===== src/rtl/dmem_arb_pkg.sv =====
// Shared types and constants for the data-memory arbiter.
// No logic; imported by the arbiter top and its grant sub-module.
package dmem_arb_pkg;

    typedef enum logic {
        ST_INIT = 1'b0,
        ST_RUN  = 1'b1
    } state_t;

    localparam int PORT_CORE   = 0;
    localparam int PORT_HOST   = 1;
    localparam int DMEM_AW_DEF = 32;
    localparam int DMEM_DW_DEF = 32;

endpackage


===== src/rtl/data_mem_arbiter_rr_arb2.sv =====
// Two-request grant logic; DMEM_ARB_RR_EN selects round-robin, else port 0 wins ties.
// Latency: combinational grant; the last_grant register updates on contended handshakes.
// Backpressure: a loser simply sees no grant and retries while its request is held.
module rr_arb2
    import dmem_arb_pkg::*;
(
`ifdef DMEM_ARB_RR_EN
    input  logic       clk,
    input  logic       rst_n,
`endif
    input  logic       en,
    input  logic [1:0] req,
    output logic [1:0] gnt
);

    logic contended;

    assign contended = req[0] && req[1];

`ifdef DMEM_ARB_RR_EN
    logic last_grant;

    // Every granted request handshakes in the same cycle, so a contended cycle is a contended handshake.
    always_ff @(posedge clk) begin
        if (!rst_n) begin
            last_grant <= 1'(PORT_CORE);
        end else if (en && contended) begin
            last_grant <= ~last_grant;
        end
    end

    always_comb begin
        gnt = 2'b00;
        if (en) begin
            if (contended) begin
                gnt = last_grant ? 2'b01 : 2'b10;
            end else begin
                gnt = req;
            end
        end
    end
`else
    always_comb begin
        gnt = 2'b00;
        if (en) begin
            if (contended) begin
                gnt = 2'b01;
            end else begin
                gnt = req;
            end
        end
    end
`endif

endmodule


===== src/rtl/data_mem_arbiter.sv =====
// Shares the single-port data memory between core (port 0) and host (port 1); DMEM_ARB_RR_EN picks round-robin.
// Latency: request drives memory combinationally; response rvalid/rdata one cycle after handshake.
// Backpressure: at most one grant per cycle; the loser holds its request until ready.
module data_mem_arbiter
    import dmem_arb_pkg::*;
#(
    parameter int AW = DMEM_AW_DEF,
    parameter int DW = DMEM_DW_DEF
) (
    input  logic          clk,
    input  logic          rst_n,

    input  logic          m0_req_valid,
    output logic          m0_req_ready,
    input  logic          m0_we,
    input  logic [AW-1:0] m0_addr,
    input  logic [DW-1:0] m0_wdata,
    output logic          m0_rvalid,
    output logic [DW-1:0] m0_rdata,

    input  logic          m1_req_valid,
    output logic          m1_req_ready,
    input  logic          m1_we,
    input  logic [AW-1:0] m1_addr,
    input  logic [DW-1:0] m1_wdata,
    output logic          m1_rvalid,
    output logic [DW-1:0] m1_rdata,

    output logic          mem_rst,
    output logic          mem_we,
    output logic [AW-1:0] mem_addr,
    output logic [DW-1:0] mem_din,
    input  logic [DW-1:0] mem_dout
);

    state_t        state, state_nxt;
    logic          run;
    logic [1:0]    gnt;
    logic          hs;
    logic          sel;
    logic          we_sel;
    logic [AW-1:0] addr_sel;
    logic [DW-1:0] din_sel;

    logic [AW-1:0] addr_hold;
    logic [DW-1:0] din_hold;
    logic          resp_valid;
    logic          resp_port;
    logic          resp_is_read;

    // FSM: state register
    always_ff @(posedge clk) begin
        if (!rst_n) begin
            state <= ST_INIT;
        end else begin
            state <= state_nxt;
        end
    end

    // FSM: next state
    always_comb begin
        state_nxt = state;
        case (state)
            ST_INIT: state_nxt = ST_RUN;
            ST_RUN:  state_nxt = ST_RUN;
            default: state_nxt = ST_INIT;
        endcase
    end

    // FSM: outputs
    always_comb begin
        run     = 1'b0;
        mem_rst = 1'b1;
        case (state)
            ST_RUN: begin
                run     = 1'b1;
                mem_rst = !rst_n;
            end
            default: begin
                run     = 1'b0;
                mem_rst = 1'b1;
            end
        endcase
    end

    rr_arb2 u_arb (
`ifdef DMEM_ARB_RR_EN
        .clk   (clk),
        .rst_n (rst_n),
`endif
        .en    (run),
        .req   ({m1_req_valid, m0_req_valid}),
        .gnt   (gnt)
    );

    assign m0_req_ready = gnt[PORT_CORE];
    assign m1_req_ready = gnt[PORT_HOST];
    assign hs           = |gnt;
    assign sel          = gnt[PORT_HOST];

    always_comb begin
        we_sel   = m0_we;
        addr_sel = m0_addr;
        din_sel  = m0_wdata;
        if (sel) begin
            we_sel   = m1_we;
            addr_sel = m1_addr;
            din_sel  = m1_wdata;
        end
    end

    // Idle cycles replay the last granted address so the memory output stays put.
    assign mem_we   = hs && we_sel;
    assign mem_addr = hs ? addr_sel : addr_hold;
    assign mem_din  = hs ? din_sel  : din_hold;

    always_ff @(posedge clk) begin
        if (!rst_n) begin
            addr_hold    <= '0;
            din_hold     <= '0;
            resp_valid   <= 1'b0;
            resp_port    <= 1'(PORT_CORE);
            resp_is_read <= 1'b0;
        end else begin
            resp_valid <= hs;
            if (hs) begin
                addr_hold    <= addr_sel;
                din_hold     <= din_sel;
                resp_port    <= sel;
                resp_is_read <= !we_sel;
            end
        end
    end

    assign m0_rvalid = resp_valid && (resp_port == 1'(PORT_CORE));
    assign m1_rvalid = resp_valid && (resp_port == 1'(PORT_HOST));
    assign m0_rdata  = (m0_rvalid && resp_is_read) ? mem_dout : '0;
    assign m1_rdata  = (m1_rvalid && resp_is_read) ? mem_dout : '0;

endmodule


===== config.mk =====
export PLATFORM = sky130hd
export DESIGN_NAME = data_mem_arbiter
export DESIGN_NICKNAME = d
export VERILOG_FILES = /design/src/rtl/dmem_arb_pkg.sv /design/src/rtl/data_mem_arbiter_rr_arb2.sv /design/src/rtl/data_mem_arbiter.sv
export SDC_FILE = /design/constraint.sdc
export NUM_CORES = 1
export LEC_CHECK = 0
export CORE_MARGIN = 5
export CORE_UTILIZATION = 25
export CTS_BUF_LIST = sky130_fd_sc_hd__clkbuf_16
export CTS_CLUSTER_SIZE = 20
export DETAILED_ROUTE_END_ITERATION = 10
export HOLD_SLACK_MARGIN = 0.1
export SLEW_MARGIN = 40
export SYNTH_ARGS = -nofsm -noshare
export SYNTH_HDL_FRONTEND = slang
export SYNTH_SLANG_ARGS = --single-unit

===== constraint.sdc =====
create_clock -name clk -period 1.6 [get_ports clk]
set_input_delay 0.32 -clock clk [delete_from_list [all_inputs] [get_ports clk]]
set_output_delay 0.32 -clock clk [all_outputs]
set_load 0.05 [all_outputs]

Word level (Yosys, flattened, before mapping)
Cells that the tools add are included.
{ "totals": {"out_inout_bits": 134, "reg_bits": 68, "input_bits": 166} }
{ "op_classes": {"mux": 12, "n_reduce_logical": 9, "bitwise_logic": 1} }
{ "op_table": {"columns": ["op", "n"], "rows": [
  ["$mux W32", 6],
  ["$logic_and A1 B1 Y1", 6],
  ["$mux W1", 4],
  ["$mux W2", 2],
  ["$logic_not A1 Y1", 2],
  ["$reduce_or A2 Y1", 1],
  ["$not A1 Y1", 1]
]} }

Longest topological paths before layout
Gate-level depths: netlist of the first run.
{ "logic_depth": {"word_depth": 5, "depth_mapped": 6, "depth_no_buf": 3} }

Hierarchy
Synthesis of the first run repeated with hierarchy kept, for this count alone.
{ "hier_totals": {"hier_cells": 485, "area_unflattened_um2": 3905.0} }
{ "modules_own_cells": {"columns": ["mod", "instances", "area_per_inst_um2", "cells_each", "seq_area_each_um2"], "rows": [
  ["data_mem_arbiter", 1, 3888.7, 483, 1361.3],
  ["rr_arb2", 1, 16.3, 2, 0.0]
]} }

Worst setup path after synthesis of the first run
Ideal clock, no wire load.
{ "synth_path": {"kind": "register to output", "startpoint": "register state", "endpoint": "output mem_we", "stages_incl_launch_ff": 4, "required_ns": 1.280, "arrival_time_ns": 1.733, "slack_ns": -0.453, "path_buffers": 2, "cell_sequence": "dfxtp_1 > buf_4 > buf_6 > a21boi_0"} }
{ "synth_via": {"elab_chain_cells": 4, "elab_cells_between_ends": 5} }
{ "synth_lines": {"columns": ["item", "line", "text"], "rows": [
  ["start: declaration", "data_mem_arbiter.sv:36", "state_t state, state_nxt;"],
  ["start signal: assignment", "data_mem_arbiter.sv:56", "state <= state_nxt;"],
  ["$mux W1 (*)", "data_mem_arbiter.sv:74", "case (state)"],
  ["$mux W2 (*)", "data_mem_arbiter_rr_arb2.sv:45", "if (en) begin"],
  ["$reduce_or A2 Y1 or $mux W1 (tied branches)", "data_mem_arbiter.sv:98, data_mem_arbiter.sv:105", null],
  ["$logic_and A1 B1 Y1 (*)", "data_mem_arbiter.sv:113", "assign mem_we = hs && we_sel;"],
  ["end: declaration", "data_mem_arbiter.sv:30", "output logic mem_we,"]
]} }
Mark *: on every way between the ends. The rest lies on a longest branch, timed or not.

Worst setup path in the final report of the first run
{ "layout_path": {"startpoint": "register resp_valid", "endpoint": "output m0_rdata[22]"} }
{ "layout_via": {"elab_chain_cells": 3} }
{ "layout_lines": {"columns": ["item", "line", "text"], "rows": [
  ["start: declaration", "data_mem_arbiter.sv:47", "logic resp_valid;"],
  ["start signal: assignment", "data_mem_arbiter.sv:125", "resp_valid <= hs;"],
  ["$logic_and A1 B1 Y1", "data_mem_arbiter.sv:135", "assign m0_rvalid = resp_valid && (resp_port == 1'(PORT_CORE));"],
  ["$logic_and A1 B1 Y1", "data_mem_arbiter.sv:137", "assign m0_rdata = (m0_rvalid && resp_is_read) ? mem_dout : '0;"],
  ["$mux W32", "data_mem_arbiter.sv:137", null],
  ["end: declaration", "data_mem_arbiter.sv:19", "output logic [DW-1:0] m0_rdata,"]
]} }
Every way passes these cells.

==> results.yml, run 1 <==
floorplanning:
  rows: 49
  die_h_um: 144.0
  dieArea_mm2: 0.02074
  io_pins: 300
  die_w_um: 144.0
  start_util_pct: 25.17
  core_mm2: 0.01784
clock_network:
  cts-buffers-inserted: 9
  clk_pin_slew_worst_paths_ns: 0.05
  cts_buffer_depth: 2
  cts_root_buffer: "clkbuf_16"
  h-tree-depth: 3
  ctsHoldBuffers: 0
  cts.sinks: 68
  worst_skew_pair.late_latency_ns: 0.33
  cts_tree: "built"
detailed_routing:
  viasPerCell: 4.758
  wl_met3_um: 1628
  m1WireLength_um: 7507
  dr.pass1.iters: 4
  drtIter0Drc: 116
  final_antenna_net_count: 0
  highest_layer: "met4"
  wl_per_cell_um: 18.51
  wl_um: 20850
  wl_met2_um: 11200
  vias: 5357
  route.detailed.drc: 0
power:
  power_density_mw_per_mm2: 653.2
  p_switching_mw: 2.658
  p_comb_share_pct: 48.6
  p_clk_share_pct: 26.1
  power_leakage_nw: 4.383
  p_int_mw: 4.764
  switching_share_pct: 35.81
  vdd_drop_max_v: 0.0004324
  pwr-share-seq_pct: 25.3
sta:
  layout_min_cycle_time_ns: 1.838
  fmax_ghz: 0.5442
  worst_pin_slew_ns: 0.3234
  holdWs_ns: 0.4219
  slew_violations: 0
  setup_viol: 133
  fin_crit_sh_pct: 114.9
  skew_ns: 0.003202
  fin_ws_ns: -0.2376
  slew_headroom_pct: 78.44
  grt_setup_unrepaired: "true"
  hold_violations: 0
worst_setup_path:
  crit_path_cell_trace: "nor2b_4, buf_12, buf_8, and3_4, buf_12"
  cp-start-kind: "register"
  slowest_delay_ns: 0.33
  path_class: "register to primary output"
  crit_top_cell: "buf_12"
  critical_path_buf_inv_count: 3
  required_ns: 1.28
  crit_path_end_kind: "primary output"
  cp.depth: 5
  crit_family: "simple AND/OR/NAND/NOR gates"
  r2r_cells: 6
  cp.arrival_ns: 1.52
  crit_path_max_fanout: 5
  slowest_stage: "dfxtp_2"
global_route:
  overflow: 0
  grt_pass1_wl_um: 30990
  grt_pass1_vias: 5894
  antenna_found_initial: 0
  grt_usage_pct: 19.01
  grt_max_degree: 36
finish:
  syn_to_final_growth_pct: 153.1
  final_common_cell: "clkdlybuf4s50_1"
  drive_gt1_share_pct: 68.67
  fill_cells: 1359
  diodes: 0
  nets: 1058
  final_cell_mix: "clkdlybuf4s50_1, buf_4, buf_12"
synth:
  synth_fp_nets: 625
  yosysUniqueCellTypes: 29
  syn_area_per_cell_um2: 9.783
  ys_seq_area_share_pct: 30.31
  ys_seq_elements: 68
  syn_area_mm2: 0.004491
  yosys-top-cells-area: "dfxtp_1, a211oi_2, o22ai_2, a21oi_1, nor2_1"
  yosysTopAreaCell: "dfxtp_1"
  synth_warnings: 0
  synthCells: 459
  synth_top_area_share_pct: 30.31
run_status:
  status: "finished, violations left"
  violations: "setup timing"
place:
  pre_cts_ws_ns: -0.5986
  gp_congestion: 0.8821
  io_buffer_count: 299
  dp_hpwl_um: 14810
run:
  max-cap-violations: 0
worst_hold_path:
  whs_path_depth: 4
  hp-class: "input pin to register"
-- state kept, by name, summed over array words and instances, names as in the netlist --
| signal | count |
|---|---|
| resp_port | 1 |
| resp_valid | 1 |
| resp_is_read | 1 |
| addr_hold | 32 |
| state | 1 |
| din_hold | 32 |
-- metrics by stage --
step | power (mW) | setup TNS (ns) | util (%) | instance area (µm²) | std cells
finish | 7.422 | -23.32 | 63.69 | 11360 | 1126
global route | 7.753 | -31.40 | 63.69 | 11360 | 1126
CTS | 7.497 | -27.21 | 63.33 | 11300 | 1126
detailed placement | 5.120 | -57.75 | 55.13 | 9836 | 1086
global placement | 5.065 | -50.63 | 55.13 | 9836 | 1086
floorplan | 3.731 | 0 | - | 5207 | 459
-- logic make-up after synthesis --
group / share of synthesized area [%]
AND/OR/NAND/NOR: 15.83
flip-flops: 30.31
buffers and inverters: 10.84
AO/OA/AOI/OAI: 43.02
-- worst register-to-register path, cell delays in order, from the launching register on --
cell and delay [ns]:
dfxtp_4 0.34, o21a_4 0.18, buf_4 0.14, buf_12 0.14, nor2_2 0.07, buf_4 0.13
a211oi_2 0.20
-- power by group through the flow --
stage | Sequential [mW] | Combinational [mW] | Clock, mW
6_report | 1.88 | 3.61 | 1.93
5_1_grt | 1.89 | 3.78 | 2.08
4_1_cts | 1.88 | 3.60 | 2.01
3_5_place_dp | 1.90 | 3.22 | 0
3_3_place_gp | 1.89 | 3.17 | 0
2_1_floorplan | 1.89 | 1.84 | 0
-- final timing paths --
kind | slack [ns] | from | endpoint
min | 0.42 | m0_req_valid | resp_valid$_SDFF_PN0_
max reg2reg | 0.33 | state$_DFF_P_ | din_hold[25]$_SDFF_PN0_
max | -0.24 | resp_valid$_SDFF_PN0_ | m0_rdata[22]
min reg2reg | 0.55 | resp_port$_SDFFE_PN0P_ | resp_port$_SDFFE_PN0P_
-- layout make-up --
class / count / area [µm²] / area share, %
Timing Repair Buffer: 474 / 5632 / 49.56
Multi-Input combinational cell: 337 / 3774 / 33.21
Sequential cell: 68 / 1370 / 12.06
Tap cell: 229 / 286.5 / 2.521
Clock buffer: 9 / 225.2 / 1.982
Clock inverter: 7 / 66.31 / 0.5836
Inverter: 2 / 10.01 / 0.08809
-- per-layer routing --
layer	up-vias	track usage [%]
li1	2587	-
met1	2539	20.16
met2	194	36.62
met3	37	4.927
met4	0	5.600
met5	-	0
-- timing repair --
item                                   in CTS  in global routing
setup endpoints to repair                 135                133
gates resized for setup                   220                 16
endpoints found under the hold margin       0                  0
cloned                                     15                  1
buffers inserted                           16                  1
pin swaps                                  33                  3
-- synthesized netlist by cell type --
master / count
nand2b_1: 1
o22ai_2: 56
a211oi_2: 60
o22ai_4: 4
dlymetal6s2s_1: 5
dfxtp_1: 68
a21oi_1: 65
nor3_1: 1
a21boi_0: 1
nand3b_1: 1
buf_1: 2
inv_1: 2
o22ai_1: 4
buf_6: 12
buf_2: 3
buf_4: 4
buf_12: 6
nand2_1: 2
and3_1: 34
o21a_1: 1
o21ai_0: 1
dlymetal6s4s_1: 3
clkbuf_1: 15
a211oi_1: 4
clkbuf_4: 2
nor2b_1: 1
and2_1: 33
and2_2: 1
nor2_1: 67
Note: power is estimated with default switching activity, not from simulation.
==> run 2, diff against run 1 <==
- CORE_ASPECT_RATIO: unset -> 1.25
==> run 2 against run 1 <==
- the run still ends with setup timing left
- setup slack lost 0.012 ns
- count of clock-buffer cells in the layout stayed put
- utilization grew 6.1 points
- fmax fell by 0.64%
- clock skew rose by 0.0063 ns
- combinational power up 15%
- total power grew 10%
- largest cell class unchanged
==> results.yml, run 2 (synthesized netlist as in run 1, its figures left out) <==
sta:
  grt_setup_unrepaired: "true"
  setup_viol: 133
  setup_tns_ns: -22.62
  slew_violations: 0
  fin_ws_ns: -0.2496
  skew_ns: 0.009526
  fmax_ghz: 0.5407
  layout_min_cycle_time_ns: 1.850
  fin_crit_sh_pct: 115.6
  hold_violations: 0
  worst_pin_slew_ns: 0.3696
  slew_headroom_pct: 75.36
finish:
  final_common_cell: "clkdlybuf4s50_1"
  drive_gt1_share_pct: 71.30
  syn_to_final_growth_pct: 173.1
  largestRegisters: "addr_hold x32, din_hold x32"
  instances_no_fill: 1125
  final_cell_mix: "clkdlybuf4s50_1, buf_12, buf_4"
  nets: 1061
place:
  gp_congestion: 0.8893
  io_buffer_count: 299
  pre_cts_ws_ns: -0.6417
  dpl.cell_count: 1068
  dp_hpwl_um: 16750
worst_setup_path:
  crit_path_end_kind: "primary output"
  r2r-end: "addr_hold[25]$_SDFF_PN0_"
  rrSetupSlack_ns: 0.20
  r2r_cells: 6
  cp-start-kind: "register"
  path_class: "register to primary output"
  crit_path_max_fanout: 8
  required_ns: 1.28
  reg2reg_from: "state$_DFF_P_"
  cp.arrival_ns: 1.53
clock_network:
  cts-buffers-inserted: 9
  cts_buffer_depth: 2
  worst_skew_pair.late_latency_ns: 0.34
  clk_pin_slew_worst_paths_ns: 0.05
  cts_root_buffer: "clkbuf_16"
  cts.sinks: 68
  h-tree-depth: 3
  ctsHoldBuffers: 0
  cts_tree: "built"
power:
  power_leakage_nw: 4.701
  power_density_mw_per_mm2: 666.9
  vdd_drop_max_v: 0.0005636
global_route:
  overflow: 0
  grt_max_degree: 39
  grt_pass1_wl_um: 34050
  antenna_found_initial: 4
  grt_usage_pct: 21.00
  grt_pass1_vias: 6024
worst_hold_path:
  min_from: "m0_req_valid"
  whs_path_depth: 4
  hp-class: "input pin to register"
  min_to: "resp_valid$_SDFF_PN0_"
detailed_routing:
  wl_per_cell_um: 21.75
  drtIter0Drc: 141
  route.detailed.drc: 0
  vias: 5611
  wl_um: 24460
  final_antenna_net_count: 0
  dr.pass1.iters: 4
  viasPerCell: 4.988
floorplanning:
  io_pins: 300
  start_util_pct: 25.56
  die_w_um: 129.9
  rows: 54
  die_h_um: 159.8
  dieArea_mm2: 0.02076
  core_mm2: 0.01757
run_status:
  violations: "setup timing"
  status: "finished, violations left"
run:
  max-cap-violations: 0
-- run 2: cell count changes in the layout (fill, tap and decap cells not counted), moves of 4 or more --
cell       before  now
buf_12         87  150
buf_4         132  128
buf_6          66    9
buf_8          12    5
clkbuf_16      10   18
nor2_1         34   16
nor2_2         24   18
nor2_4          9   33
-- run 2: how the worst max path moves through the flow --
stage                   endpoint     startpoint  cells past startpoint
floorplan            mem_addr[0]  state$_DFF_P_                      4
global placement      mem_din[5]   m0_req_valid                      6
detailed placement    mem_din[7]   m0_req_valid                      6
CTS                  mem_din[20]  state$_DFF_P_                      6
global route         mem_din[28]  state$_DFF_P_                      5
finish              mem_addr[29]  state$_DFF_P_                      5
-- run 2: final cells by class --
cell class / instances / area [µm²]
Sequential cell: 68 / 1370
Clock inverter: 6 / 81.33
Fill cell: 1234 / 5301
Tap cell: 224 / 280.3
Antenna cell: 2 / 5.005
Clock buffer: 9 / 225.2
Multi-Input combinational cell: 338 / 3979
Timing Repair Buffer: 476 / 6315
Inverter: 2 / 10.01
-- run 2: per-stage QoR --
stage                     area, µm²  hold WS (ns)  power (mW)  utilization (%)
after floorplan                5207        0.3477       3.731                -
after global placement        10520        0.5336       5.580            59.89
after detailed placement      10520        0.5492       5.646            59.89
after CTS                     11660        0.3566       7.984            66.35
after global routing          12260        0.4623       8.478            69.79
final                         12270        0.4528       8.180            69.82
-- run 2: routing by layer --
layer  global-route usage, %  routed length [µm]
met5                       0                  60
met2                   39.16               13060
met1                   21.71                8568
met3                   7.618                2025
met4                   5.766                 745
-- run 2: power by group --
| group | internal (mW) | leakage (nW) | switching, mW |
|---|---|---|---|
| Clock | 1.34 | 0.152 | 0.769 |
| Combinational | 2.14 | 3.98 | 2.02 |
| Sequential | 1.83 | 0.566 | 0.0821 |
| Total | 5.31 | 4.70 | 2.87 |
-- run 2: worst max-delay path, cell delays in order, from the launching register on --
cell and delay [ns]:
dfxtp_4 0.38, o21a_4 0.24, clkbuf_16 0.23, nor2_4 0.05, a21oi_4 0.14, buf_12 0.15
-- run 2: timing repair --
item / 4_1_cts / 5_1_grt
resized for setup: 114 / 106
endpoints found under the setup margin: 183 / 133
gates cloned: 12 / 11
pin swaps: 25 / 3
buffers inserted: 17 / 8
==> run 3, diff against run 2 <==
- CORE_ASPECT_RATIO: 1.25 -> 0.8
- CORE_UTILIZATION: 25 -> 37
- PLACE_DENSITY: unset -> 0.83
==> run 3 against run 2 <==
- the flow still finishes with violations (setup timing)
- sequential cell count unchanged
- clock power up 7%
- combinational power down 2%
- final cell count down 5.5%
- first-iteration DRC count rose to 5.6 times the previous value
- wire length up 51%
- count of clock-buffer cells in the layout up 1
- global-route usage up 20 points
- utilization up 25 points
- setup slack worse by 0.15 ns
==> results.yml, run 3 (synthesized netlist as in run 1, its figures left out) <==
clock_network:
  ctsHoldBuffers: 0
  cts_buffer_depth: 2
  worst_skew_pair.late_latency_ns: 0.34
  cts_root_buffer: "clkbuf_16"
  cts-buffers-inserted: 9
  cts_tree: "built"
  clk_pin_slew_worst_paths_ns: 0.06
  cts.sinks: 68
  h-tree-depth: 3
detailed_routing:
  wl_um: 36950
  wl_per_cell_um: 34.76
  viasPerCell: 6.411
  final_antenna_net_count: 0
  dr.pass1.iters: 5
  vias: 6815
  route.detailed.drc: 0
  drtIter0Drc: 786
sta:
  slew_headroom_pct: 71.54
  holdWs_ns: 0.3118
  fin_ws_ns: -0.4005
  worst_pin_slew_ns: 0.4253
  setup_viol: 133
  fin_crit_sh_pct: 125.0
  fmax_ghz: 0.4999
  layout_min_cycle_time_ns: 2.001
  slew_violations: 0
  skew_ns: 0.007532
  hold_violations: 0
  grt_setup_unrepaired: "true"
finish:
  largestRegisters: "addr_hold x32, din_hold x32"
  fill_cells: 276
  syn_to_final_growth_pct: 155.2
  nets: 1068
  design_area_mm2: 0.01146
  drive_gt1_share_pct: 66.81
  final_common_cell: "clkdlybuf4s50_1"
  postLayoutCoreUtil_pct: 95.28
  final_cell_mix: "clkdlybuf4s50_1, buf_4, buf_12"
worst_hold_path:
  hp-class: "input pin to register"
  whs_path_depth: 3
power:
  vdd_drop_max_v: 0.0006633
  pwr-share-seq_pct: 23.1
  p_clk_share_pct: 27.3
  switching_share_pct: 38.14
  p_comb_share_pct: 49.6
  total_power_mw: 8.240
  power_density_mw_per_mm2: 719.1
  power_leakage_nw: 4.516
  p_int_mw: 5.098
  p_switching_mw: 3.143
worst_setup_path:
  cp.arrival_ns: 1.68
  endpoint: "mem_addr[30]"
  r2r_cells: 4
  cp-start-kind: "register"
  slowest_delay_ns: 0.40
  crit_path_end_kind: "primary output"
  r2r-end: "din_hold[1]$_SDFF_PN0_"
  setup.worst_path.start: "state$_DFF_P_"
  crit_path_max_fanout: 17
  crit_path_cell_trace: "o21a_4, buf_12, nor2_1, buf_4, a21oi_4, buf_6"
  required_ns: 1.28
  reg2reg_from: "state$_DFF_P_"
  rrSetupSlack_ns: 0.03
  slowest_stage: "dfxtp_4"
  path_class: "register to primary output"
floorplanning:
  rows: 36
  start_util_pct: 37.34
  dieArea_mm2: 0.01445
  io_pins: 300
  core_mm2: 0.01203
  die_h_um: 108.5
  die_w_um: 133.2
place:
  io_buffer_count: 299
  placed_cell_area_mm2: 0.009744
  pre_cts_ws_ns: -0.6320
  gp_congestion: 0.8562
  dp_hpwl_um: 15950
global_route:
  grt_usage_pct: 41.40
  antenna_found_initial: 2
  grt_pass1_wl_um: 44780
  grt_max_degree: 34
  grt_pass1_vias: 7129
  overflow: 0
run_status:
  status: "finished, violations left"
  violations: "setup timing"
run:
  max-cap-violations: 0
-- run 3: changes by cell type in the layout (fill, tap and decap cells not counted), moves of 3 or more --
cell,previous run,this run
buf_12,150,85
buf_4,128,143
buf_6,9,54
buf_8,5,22
bufbuf_16,2,5
clkbuf_16,18,11
nor2_1,16,61
nor2_2,18,6
nor2_4,33,0
o22ai_2,55,49
o22ai_4,6,14
-- run 3: worst min-delay path by stage --
stage                                      start                      to
after floorplan                            rst_n           state$_DFF_P_
after global placement    resp_port$_SDFFE_PN0P_  resp_port$_SDFFE_PN0P_
after detailed placement  resp_port$_SDFFE_PN0P_  resp_port$_SDFFE_PN0P_
after CTS                           m0_req_valid   resp_valid$_SDFF_PN0_
after global routing                m0_req_valid   resp_valid$_SDFF_PN0_
final                               m0_req_valid   resp_valid$_SDFF_PN0_
-- run 3: worst max-delay path: cells and delay by family (launching register included) --
kind            cells  cell delay, ns
buf+inv             3            0.51
simple gates        1            0.08
flops               1            0.40
compound gates      2            0.36
-- run 3: metal layers --
layer | vias up | part of all wire (%) | track usage, % | wire length (µm)
li1 | 2606 | - | - | -
met1 | 3182 | 32 | 41.92 | 11640
met2 | 730 | 47 | 73.77 | 17490
met3 | 295 | 11 | 12.00 | 3977
met4 | 2 | 10 | 29.66 | 3819
met5 | - | 0.051 | 0 | 19
-- run 3: per-stage QoR --
| stage | TNS (ns) | cells |
|---|---|---|
| floorplan | 0 | 459 |
| global placement | -52.53 | 1008 |
| detailed placement | -59.25 | 1008 |
| CTS | -24.90 | 1058 |
| global route | -34.97 | 1063 |
| finish | -33.73 | 1063 |
-- run 3: timing repair --
| item | in CTS | in global routing |
|---|---|---|
| gates resized for setup | 210 | 22 |
| endpoints found under the setup margin | 148 | 133 |
| pin swaps | 26 | 2 |
| gates cloned | 15 | 1 |
| buffers inserted | 19 | 7 |
-- run 3: cell type report --
| cell class | count | area, µm² | area share [%] |
|---|---|---|---|
| Antenna cell | 4 | 10.01 | 0.08736 |
| Inverter | 2 | 10.01 | 0.08736 |
| Timing Repair Buffer | 484 | 5813 | 50.73 |
| Multi-Input combinational cell | 337 | 3737 | 32.62 |
| Clock buffer | 10 | 250.2 | 2.184 |
| Sequential cell | 68 | 1371 | 11.97 |
| Tap cell | 152 | 190.2 | 1.660 |
| Clock inverter | 6 | 76.32 | 0.6661 |
-- run 3: power groups by stage --
stage / Clock, mW / Combinational, mW / Sequential, mW
after floorplan: 0 / 1.84 / 1.89
after global placement: 0 / 3.16 / 1.89
after detailed placement: 0 / 3.25 / 1.90
after CTS: 2.18 / 3.72 / 1.87
after global routing: 2.31 / 4.14 / 1.91
final: 2.25 / 4.08 / 1.91
